## config.mk

```make
export PLATFORM = sky130hd
export DESIGN_NAME = isp_crop_cfg_ctrl
export DESIGN_NICKNAME = d
export VERILOG_FILES = /design/src/rtl/isp_crop_cfg_ctrl.sv
export SDC_FILE = /design/constraint.sdc
export NUM_CORES = 1
export LEC_CHECK = 0
export BUFFER_PORTS_ARGS = -buffer_cell sky130_fd_sc_hd__buf_4
export CAP_MARGIN = 20
export CORE_MARGIN = 5
export CORE_UTILIZATION = 55
export CTS_CLUSTER_SIZE = 20
export DETAILED_ROUTE_END_ITERATION = 7
export MAX_ROUTING_LAYER = met4
export PLACE_DENSITY = 0.76
export SLEW_MARGIN = 20
export SYNTH_ARGS = -nofsm -noshare
export SYNTH_HDL_FRONTEND = slang
export SYNTH_SLANG_ARGS = --single-unit
```

## constraint.sdc

```tcl
create_clock -name pclk -period 6.1 [get_ports pclk]
set_input_delay 1.525 -clock pclk [delete_from_list [all_inputs] [get_ports pclk]]
set_output_delay 1.525 -clock pclk [all_outputs]
set_load 0.005 [all_outputs]
```

## src/rtl/isp_crop_cfg_ctrl.sv

```systemverilog
// isp_crop_cfg_ctrl: frame-synchronous crop margin controller.
// Software stages margins, commits them. Validated margins wait as pending
// and move to the active set only at a frame start (vsync falling edge).
// The block also measures the incoming frame size from href/vsync.
module isp_crop_cfg_ctrl #(
   parameter int WIDTH      = 4096,
   parameter int HEIGHT     = 4096,
   parameter int BAYER_EVEN = 1
) (
   input  logic        pclk,
   input  logic        rst_n,
   input  logic        cfg_wr,
   input  logic [1:0]  cfg_addr,
   input  logic [11:0] cfg_wdata,
   input  logic        cfg_commit,
   input  logic        in_href,
   input  logic        in_vsync,
   output logic [11:0] crop_left,
   output logic [11:0] crop_right,
   output logic [11:0] crop_top,
   output logic [11:0] crop_bottom,
   output logic        cfg_pending,
   output logic        cfg_applied,
   output logic        cfg_err,
   output logic        size_err,
   output logic [15:0] meas_width,
   output logic [15:0] meas_height,
   output logic [15:0] frame_cnt
);

   localparam logic [12:0] WIDTH_C   = 13'(WIDTH);
   localparam logic [12:0] HEIGHT_C  = 13'(HEIGHT);
   localparam logic [15:0] WIDTH_W   = 16'(WIDTH);
   localparam logic [15:0] HEIGHT_W  = 16'(HEIGHT);
   localparam logic [15:0] CNT_MAX   = 16'hFFFF;

   typedef enum logic {IDLE = 1'b0, ARMED = 1'b1} state_t;

   // Margin set validity: both axis sums fit the frame, and Bayer phase kept.
   function automatic logic cfg_valid(input logic [11:0] l, input logic [11:0] r,
                                      input logic [11:0] t, input logic [11:0] b);
      logic [12:0] sum_lr;
      logic [12:0] sum_tb;
      logic        even_ok;
      sum_lr = {1'b0, l} + {1'b0, r};
      sum_tb = {1'b0, t} + {1'b0, b};
      if (BAYER_EVEN != 0) begin
         even_ok = ~(l[0] | r[0] | t[0] | b[0]);
      end else begin
         even_ok = 1'b1;
      end
      return (sum_lr < WIDTH_C) && (sum_tb < HEIGHT_C) && even_ok;
   endfunction

   logic [11:0] stg_r [4];
   logic [11:0] pnd_r [4];
   state_t      state_r;
   logic        prev_vsync_r;
   logic        prev_href_r;
   logic [15:0] hcnt_r;
   logic [15:0] last_w_r;
   logic [15:0] vcnt_r;

   logic        frame_start_s;
   logic        line_start_s;
   logic        line_end_s;
   logic        stg_ok_s;
   logic        commit_ok_s;
   logic        commit_bad_s;

   assign frame_start_s = prev_vsync_r & ~in_vsync;
   assign line_start_s  = ~prev_href_r & in_href;
   assign line_end_s    = prev_href_r & ~in_href;
   // Commit sees staging as registered before this cycle, so a same-cycle write is excluded.
   assign stg_ok_s      = cfg_valid(stg_r[0], stg_r[1], stg_r[2], stg_r[3]);
   assign commit_ok_s   = cfg_commit & stg_ok_s;
   assign commit_bad_s  = cfg_commit & ~stg_ok_s;
   assign cfg_pending   = (state_r == ARMED);

   // Staging register file written by software.
   always_ff @(posedge pclk or negedge rst_n) begin
      if (!rst_n) begin
         for (int i = 0; i < 4; i++) stg_r[i] <= 12'd0;
      end else if (cfg_wr) begin
         stg_r[cfg_addr] <= cfg_wdata;
      end
   end

   // Commit/apply FSM: pending set, active margins, applied pulse, sticky error.
   always_ff @(posedge pclk or negedge rst_n) begin
      if (!rst_n) begin
         state_r     <= IDLE;
         for (int i = 0; i < 4; i++) pnd_r[i] <= 12'd0;
         crop_left   <= 12'd0;
         crop_right  <= 12'd0;
         crop_top    <= 12'd0;
         crop_bottom <= 12'd0;
         cfg_applied <= 1'b0;
         cfg_err     <= 1'b0;
      end else begin
         cfg_applied <= 1'b0;
         if (commit_ok_s) begin
            for (int i = 0; i < 4; i++) pnd_r[i] <= stg_r[i];
            cfg_err <= 1'b0;
         end else if (commit_bad_s) begin
            cfg_err <= 1'b1;
         end
         case (state_r)
            IDLE: begin
               if (commit_ok_s) state_r <= ARMED;
            end
            ARMED: begin
               if (frame_start_s) begin
                  // Active takes the old pending value; a same-cycle valid commit re-arms.
                  crop_left   <= pnd_r[0];
                  crop_right  <= pnd_r[1];
                  crop_top    <= pnd_r[2];
                  crop_bottom <= pnd_r[3];
                  cfg_applied <= 1'b1;
                  state_r     <= commit_ok_s ? ARMED : IDLE;
               end
            end
            default: state_r <= IDLE;
         endcase
      end
   end

   // Previous-cycle copies of href/vsync for edge detection.
   always_ff @(posedge pclk or negedge rst_n) begin
      if (!rst_n) begin
         prev_vsync_r <= 1'b0;
         prev_href_r  <= 1'b0;
      end else begin
         prev_vsync_r <= in_vsync;
         prev_href_r  <= in_href;
      end
   end

   // Frame geometry measurement, latched into outputs at each frame start.
   always_ff @(posedge pclk or negedge rst_n) begin
      if (!rst_n) begin
         hcnt_r      <= 16'd0;
         last_w_r    <= 16'd0;
         vcnt_r      <= 16'd0;
         meas_width  <= 16'd0;
         meas_height <= 16'd0;
         size_err    <= 1'b0;
         frame_cnt   <= 16'd0;
      end else begin
         if (line_start_s) begin
            hcnt_r <= 16'd1;
         end else if (in_href && hcnt_r != CNT_MAX) begin
            hcnt_r <= hcnt_r + 16'd1;
         end
         if (line_end_s) last_w_r <= hcnt_r;
         if (frame_start_s) begin
            // A line starting in the frame-start cycle is the new frame's first line.
            vcnt_r      <= line_start_s ? 16'd1 : 16'd0;
            meas_width  <= last_w_r;
            meas_height <= vcnt_r;
            size_err    <= (last_w_r != WIDTH_W) | (vcnt_r != HEIGHT_W);
            frame_cnt   <= frame_cnt + 16'd1;
         end else if (line_start_s && vcnt_r != CNT_MAX) begin
            vcnt_r <= vcnt_r + 16'd1;
         end
      end
   end

endmodule
```

==> results of run 1 <==
per-layer routing:
metal	wire length (um)	vias to the layer above
li1	-	3069
met1	9560	3242
met2	9570	132
met3	818	42
met4	545	0
met5	0	-
cells in the mapped netlist (2+ instances only):
master | number | area share, %
xor2_1 | 5 | 0.42
nand2_1 | 123 | 4.4
a2111oi_0 | 2 | 0.17
and3_1 | 9 | 0.54
nor4_1 | 5 | 0.30
mux2_1 | 4 | 0.43
o21ai_0 | 11 | 0.53
nor2b_1 | 6 | 0.36
mux2_2 | 110 | 12
nand2b_1 | 3 | 0.18
clkbuf_1 | 28 | 1.0
a21oi_1 | 20 | 0.96
nor2_1 | 34 | 1.2
nor3_1 | 3 | 0.14
nand4_1 | 21 | 1.3
ha_1 | 26 | 3.1
nand3_1 | 16 | 0.77
and2_1 | 2 | 0.12
buf_1 | 5 | 0.18
or3_1 | 2 | 0.12
a31oi_1 | 2 | 0.12
buf_6 | 5 | 0.54
a211oi_1 | 11 | 0.79
nand3b_1 | 2 | 0.14
inv_1 | 6 | 0.22
o211ai_1 | 2 | 0.14
and4_1 | 6 | 0.50
mux2_4 | 40 | 5.8
a21o_1 | 3 | 0.22
xnor2_1 | 33 | 2.8
dfrtp_1 | 246 | 59
worst paths after layout:
path,from,cells past startpoint,slack (ns),endpoint
min in group asynchronous,rst_n,1,1.08,crop_bottom[0]
min reg2reg,meas_height[9],2,0.47,meas_height[9]
max reg2reg,stg_r[11],7,3.16,pnd_r[43]
min,meas_height[9],2,0.47,meas_height[9]
max in group asynchronous,rst_n,2,3.82,vcnt_r[0]
max,cfg_commit,7,2.79,pnd_r[43]
layout make-up:
type,count,area share (%)
inverter,6,0.181
clock inverter,10,1.57
clock buffer,32,5.65
timing repair buffer,124,7.65
tap,234,2.36
sequential,246,49.6
multi-input combinational,519,33.0
worst max-delay path, cell delays in order:
cell       delay (ns)
buf_4            0.08
or2b_2           0.30
a2111oi_2        0.30
o211ai_1         0.20
a211oi_4         0.17
buf_4            0.72
mux2_1           0.39
stage by stage:
step / power (mW) / setup slack (ns)
detailed placement: 3.29 / 2.24
CTS: 4.95 / 2.79
finish: 4.88 / 2.79
floorplan: 2.80 / 2.89
global route: 5.15 / 2.68
global placement: 3.25 / 2.34
registers in the layout, summed over array words and instances (netlist names):
signal	flops
cfg_applied	1
frame_cnt	16
meas_width	16
prev_vsync_r	1
pnd_r	48
crop_right	12
hcnt_r	16
meas_height	16
size_err	1
crop_left	12
stg_r	48
cfg_pending	1
crop_top	12
vcnt_r	16
last_w_r	16
cfg_err	1
prev_href_r	1
crop_bottom	12
cells by family after synthesis:
family | count (synthesis)
AO/OA/AOI/OAI | 62
multiplexers | 155
adder cells (fa/ha/maj) | 26
flip-flops | 246
buffers and inverters | 44
AND/OR/NAND/NOR | 238
XOR/XNOR | 38
power groups by stage:
stage / sequential (mW) / clock, mW / combinational [mW]
floorplan: 2.24 / 0 / 0.563
global placement: 2.30 / 0 / 0.941
detailed placement: 2.32 / 0 / 0.971
CTS: 2.30 / 1.67 / 0.980
global route: 2.35 / 1.74 / 1.07
finish: 2.29 / 1.63 / 0.961
==> reports/summary.txt, run 1 <==
RSZ-0062 raised after global routing: false
Clock Path Buffers: 3
Clk pwr share: 33.3%
Clock root cell: clkbuf_16
VDD IR-drop max: 0.000301 V
Rel. slew slack: 23.8%
Die ar.: 21800 um^2
Footprint of the multi-input gates: 4100 um^2
Post-synthesis mux area share: 18.1%
Seq/Total Area, Yosys: 59.0%
Gr ovfl total: 0
CTS tree: done
Hold buffers post-CTS: 0
Via density per instance: 5.54
Routing usage on met3: 2.88%
Initial antenna violation count: 0
Async SR Flop Fraction: 100%
GRT Total Usage: 20.0%
Worst EP required: 6.49 ns
Mapped Cells: 809
Final setup TNS: 0 ns
Final Instance Area: 12400 um^2
Final wirelength: 20500 um
Layout fillers: 1391
Number of H-tree levels: 1
Net load switching power: 1.21 mW
GR peak layer: met2
Layout area overhead: 19.0%
Most frequent cells in the layout: dfrtp_1 (246), nand2_1 (122), buf_4 (122)
Post-CTS Setup Bufs: 0
Post-layout util: 66.4%
CP max FO: 50
Clock Skews: 0.00851 ns
Met1 GRT Util: 28.2%
Internal power: 3.67 mW
Largest net degree at the start of global routing: 130
Met2 GRT Util: 30.7%
Worst-skew pair later-pin latency: 0.51 ns
Syn_area_per_cell: 12.9 um^2
Synth Area in Compound Gates: 4.03%
First-pass GRT wire length: 35000 um
CORE AREA: 18700 um^2
Slew Viols, Final: 0
Hold Slack: 0.474 ns
Hold Vio Cnt, Final: 0
Most common cell after layout, fill and taps aside: dfrtp_1
Worst slew pin tran: 1.14 ns
Clock Sinks: 246
Reg area: 6160 um^2
Die height: 148 um
Sequential Power Share: 47.0%
Dpl hpwl: 13800 um
Max cap viols: 0
Chip Width: 148 um
Lkg Pwr: 6.06 nW
Final period util: 54.3%
Worst path arrival time: 3.70 ns
Main combinational cell family by area after synthesis: multiplexers
Post-synth top flop: dfrtp_1
NumNets Final: 968
Fmax achieved: 0.302 GHz
EDFF count, synth: 0
Comb pwr share: 19.7%
CP Capture Type: flip-flop
RePlAce Congestion: 0.832
Vias in the first global route: 6736
Vias: 6485
Post-synth cell types: 49
Synth Area in Adders: 3.12%
Inst Count DP: 1129
Status: complete, no violations
Drt pass-1 iters: 6
Crit Path Category: in2reg
Post-route ant nets: 0
Critical Path Source Type: primary input
Power per cell area: 393 nW/um^2
WL/cell: 17.5 um
I/O pins: 120
Post-Synth XOR/XNOR Area: 3.19%
Synth Area in Simple Gates: 10.6%
Reg clk slew, reported paths: 0.06 ns
Post_cts resized: 0
Sw Share: 24.9%
CTS buffer count: 25
HP Class: reg2reg
Share of post-route cells with drive strength above 1: 34.6%
Syn_nets: 855
Tmin final: 3.31 ns
Synth Warn #: 0
Mapped Area: 10400 um^2
Final Non-Filler Cells: 1171
Starting Density: 55.8%
#FFs+latches synth: 246
FP Rows: 50
Drc violations: 0
Port bufs: 119
# diodes: 0
Initial DRC count: 446
Final setup violation count: 0
Placed Area: 11500 um^2
(Power assumes the default switching activity.)
==> run 2, diff against run 1 <==
- CORE_UTILIZATION: 55 -> 53
- clock period: 6.1 -> 2.8 ns (I/O delays scaled with it)
==> reports/summary.txt, run 2 (synthesized netlist as in run 1, its figures left out) <==
Critical Path Source Type: flip-flop
Post-route ant nets: 0
Initial antenna violation count: 0
Most common cell after layout, fill and taps aside: dfrtp_1
Drt pass-1 iters: 4
First-pass GRT wire length: 35100 um
Hold buffers post-CTS: 0
Footprint of the multi-input gates: 4100 um^2
Worst-skew pair later-pin latency: 0.50 ns
# diodes: 0
Drc violations: 0
Final Non-Filler Cells: 1215
CTS tree: done
Vias in the first global route: 6746
RePlAce Congestion: 0.828
Power per cell area: 837 nW/um^2
R2r worst-path depth: 7
VDD IR-drop max: 0.000421 V
Post_cts resized: 0
NumNets Final: 978
WL/cell: 17.4 um
CP max FO: 26
Tmin final: 2.55 ns
Share of post-route cells with drive strength above 1: 35.6%
Hold Vio Cnt, Final: 0
Final WS setup: 0.249 ns
Largest net degree at the start of global routing: 75
Chip Width: 150 um
Port bufs: 119
CP Capture Type: flip-flop
GRT Total Usage: 19.7%
RSZ-0062 raised after global routing: false
Slew Viols, Final: 0
Crit path capture: pnd_r[43]
Initial DRC count: 288
Clock Path Buffers: 3
Reg clk slew, reported paths: 0.06 ns
HP Class: in2async
Power, Total: 10.5 mW
Worst Setup SP: stg_r[11]
Gr ovfl total: 0
Die ar.: 22600 um^2
Reg area: 6160 um^2
Worst path arrival time: 2.93 ns
Worst slack at placement: 0.157 ns
Clock Skews: 0.00453 ns
FP Rows: 51
Via density per instance: 5.41
Layout fillers: 1456
Final setup violation count: 0
Final setup TNS: 0 ns
Final wirelength: 21100 um
Reg2Reg Setup Slack: 0.25 ns
Dpl hpwl: 14600 um
Vias: 6571
Lkg Pwr: 6.10 nW
Starting Density: 53.7%
Top Registers: pnd_r x48, stg_r x48
Crit Path Category: reg2reg
Max cap viols: 0
Terminus of the critical flop-to-flop path: pnd_r[43]
CTS buffer count: 25
Clock root cell: clkbuf_16
Most frequent cells in the layout: dfrtp_1 (246), buf_4 (130), nand2_1 (122)
Layout area overhead: 19.8%
Final period util: 91.1%
Rel. slew slack: 45.8%
Fmax achieved: 0.392 GHz
I/O pins: 120
CORE AREA: 19500 um^2
Worst EP required: 3.18 ns
Inst Count DP: 1170
Die height: 150 um
Worst slew pin tran: 0.806 ns
FF-to-FF Start: stg_r[11]
Clock Sinks: 246
Post-CTS Setup Bufs: 0
Status: complete, no violations
Number of H-tree levels: 1
## run 2: cell count changes in the layout (fill, tap and decap cells not counted), sizes merged
cell	previous run	this run
clkinv	3	8
buf	124	134
clkbuf	32	35
clkinvlp	2	0
bufinv	5	2
## run 2: worst min path at each step
stage | endpoint | slack, ns | depth (start not counted) | start
floorplan | cfg_applied | 0.40 | 0 | rst_n
global placement | meas_width[2] | 0.46 | 2 | meas_width[2]
detailed placement | meas_width[5] | 0.46 | 2 | meas_width[5]
CTS | crop_left[8] | 0.18 | 1 | rst_n
global route | crop_left[10] | 0.20 | 1 | rst_n
finish | crop_left[10] | 0.16 | 1 | rst_n
## run 2: layer usage
layer | GRT usage, % | wire length (um)
met1 | 28.4 | 10000
met2 | 30.3 | 9810
met3 | 2.68 | 972
met4 | 4.12 | 338
met5 | - | 0
## run 2: stage by stage
stage / hold WS [ns] / instance area, um^2 / utilization [%]
2_1_floorplan: 0.404 / 10400 / -
3_3_place_gp: 0.463 / 11700 / 59.9
3_5_place_dp: 0.465 / 11700 / 59.9
4_1_cts: 0.178 / 12500 / 64.3
5_1_grt: 0.205 / 12500 / 64.3
6_report: 0.165 / 12500 / 64.3
## run 2: cell type report
type	count	share of cell area, %
sequential	246	49.2
clock inverter	10	0.800
clock buffer	35	6.02
timing repair buffer	134	8.40
inverter	6	0.180
multi-input combinational	519	32.8
tap	265	2.65
## run 2: power by group
| part | switching, mW | total (mW) | internal, mW | leakage [nW] |
|---|---|---|---|---|
| Sequential | 0.613 | 5.01 | 4.40 | 3.19 |
| Combinational | 0.739 | 2.11 | 1.37 | 2.48 |
| Clock | 1.31 | 3.35 | 2.05 | 0.434 |
## run 2: critical path: stages, from the launching register on
cell and delay, ns:
dfrtp_1 0.40, ha_1 0.21, or4_4 0.48, a2111oi_2 0.21, o211ai_1 0.20, a211oi_4 0.31
buf_12 0.27, mux2_1 0.34
==> run 3, diff against run 2 <==
- clock period: 2.8 -> 2.2 ns (I/O delays scaled with it)
==> reports/summary.txt, run 3 (synthesized netlist as in run 1, its figures left out) <==
FP Rows: 51
HP Class: in2reg
Critical Path Source Type: flip-flop
RSZ-0062 raised after global routing: true
Reg2Reg Setup Slack: -0.16 ns
CP max FO: 8
Failing checks: negative setup slack
Post-route ant nets: 0
Power, Total: 13.5 mW
Die height: 150 um
Gr ovfl total: 0
# diodes: 0
Dpl hpwl: 15100 um
Vias in the first global route: 6941
Worst path arrival time: 2.76 ns
WL/cell: 17.2 um
Final period util: 107%
Drt pass-1 iters: 5
NumNets Final: 1029
Initial DRC count: 458
Slowest cell delay on critical path: 0.42 ns
Worst EP required: 2.60 ns
Max cap viols: 0
Status: finished with violations
Fmax achieved: 0.423 GHz
Lkg Pwr: 6.37 nW
Die ar.: 22600 um^2
Top Registers: pnd_r x48, stg_r x48
Rel. slew slack: 58.3%
Share of post-route cells with drive strength above 1: 39.2%
Hold Vio Cnt, Final: 0
CP Capture Type: flip-flop
Vias: 6770
Slew Viols, Final: 0
Worst-skew pair later-pin latency: 0.52 ns
Slowest cell on the critical path: or4_4
Clock Sinks: 246
Largest net degree at the start of global routing: 69
Most common cell after layout, fill and taps aside: dfrtp_1
Chip Width: 150 um
Layout area overhead: 24.8%
CORE AREA: 19500 um^2
Power per cell area: 1040 nW/um^2
Most frequent cells in the layout: dfrtp_1 (246), buf_4 (170), nand2_1 (122)
Initial antenna violation count: 0
Final WS setup: -0.162 ns
CTS tree: done
Clock root cell: clkbuf_16
RePlAce Congestion: 0.825
Tmin final: 2.36 ns
Final setup TNS: -6.87 ns
CTS buffer count: 25
First-pass GRT wire length: 36000 um
VDD IR-drop max: 0.000736 V
Starting Density: 53.7%
Via density per instance: 5.35
Clock Path Buffers: 3
Port bufs: 119
GRT Total Usage: 20.2%
Crit Path Category: reg2reg
Worst path cell trace: ha_2 > or4_4 > a2111oi_4 > o211ai_1 > a211oi_4 > buf_6 > clkbuf_16 > mux2_4
Final setup violation count: 48
Worst slew pin tran: 0.609 ns
Final wirelength: 21800 um
I/O pins: 120
Post-layout util: 67.0%
Drc violations: 0
Number of H-tree levels: 1
Reg clk slew, reported paths: 0.06 ns
Clock Skews: 0.0118 ns
run 3: final timing paths:
kind / cells after the start / start / to
hold reg to reg: 1 / frame_cnt[15] / frame_cnt[15]
hold / removal: 1 / in_vsync / prev_vsync_r
max in group asynchronous: 3 / rst_n / meas_width[8]
setup / recovery: 8 / stg_r[11] / pnd_r[22]
setup reg to reg: 8 / stg_r[11] / pnd_r[22]
min in group asynchronous: 2 / rst_n / crop_left[2]
run 3: critical path, delay by kind of cell (launching register included):
kind,cells,cell delay (ns)
buf+inv,2,0.36
flops,1,0.40
fa+ha+maj,1,0.18
compound gates,3,0.59
mux,1,0.30
simple gates,1,0.42
run 3: metal layers:
layer / vias to the layer above / global-route usage (%) / part of all wire [%]
met3: 41 / 2.68 / 3.8
met1: 3409 / 28.7 / 46
met5: - / - / 0
met2: 137 / 31.4 / 48
li1: 3183 / - / -
met4: 0 / 4.76 / 1.8
run 3: stage by stage:
stage                     worst slack [ns]  cells  hold WS, ns  area [um^2]
after CTS                           -0.135   1260        0.146        12900
after floorplan                     -0.124    809        0.254        10500
after global routing                -0.200   1265        0.152        13000
after global placement              -0.257   1212        0.443        12000
after detailed placement            -0.304   1212        0.442        12000
final                               -0.162   1265        0.169        13000
run 3: final cells by class:
| type | instances | area [um^2] |
|---|---|---|
| inverters | 6 | 22.5 |
| repair buffers | 185 | 1540 |
| flip-flops and latches | 246 | 6160 |
| well taps | 265 | 332 |
| multi-input cells | 519 | 4160 |
| fillers | 1412 | 6430 |
| clock inverters | 6 | 61.3 |
| clock buffers | 38 | 764 |
run 3: where the power goes:
part / switching, mW / leakage, nW / internal (mW) / total [mW]
clock network: 1.66 / 0.408 / 2.50 / 4.17
registers: 0.734 / 3.19 / 5.60 / 6.33
logic: 1.06 / 2.77 / 1.95 / 3.01
total: 3.46 / 6.37 / 10.1 / 13.5
run 3: what timing repair did:
action,4_1_cts,5_1_grt
resized for setup,12,7
hold endpoints to repair,31,0
pin swaps,2,2
gates cloned,0,2
buffers inserted,3,3
endpoints found under the setup margin,49,48
hold buffers,1,0
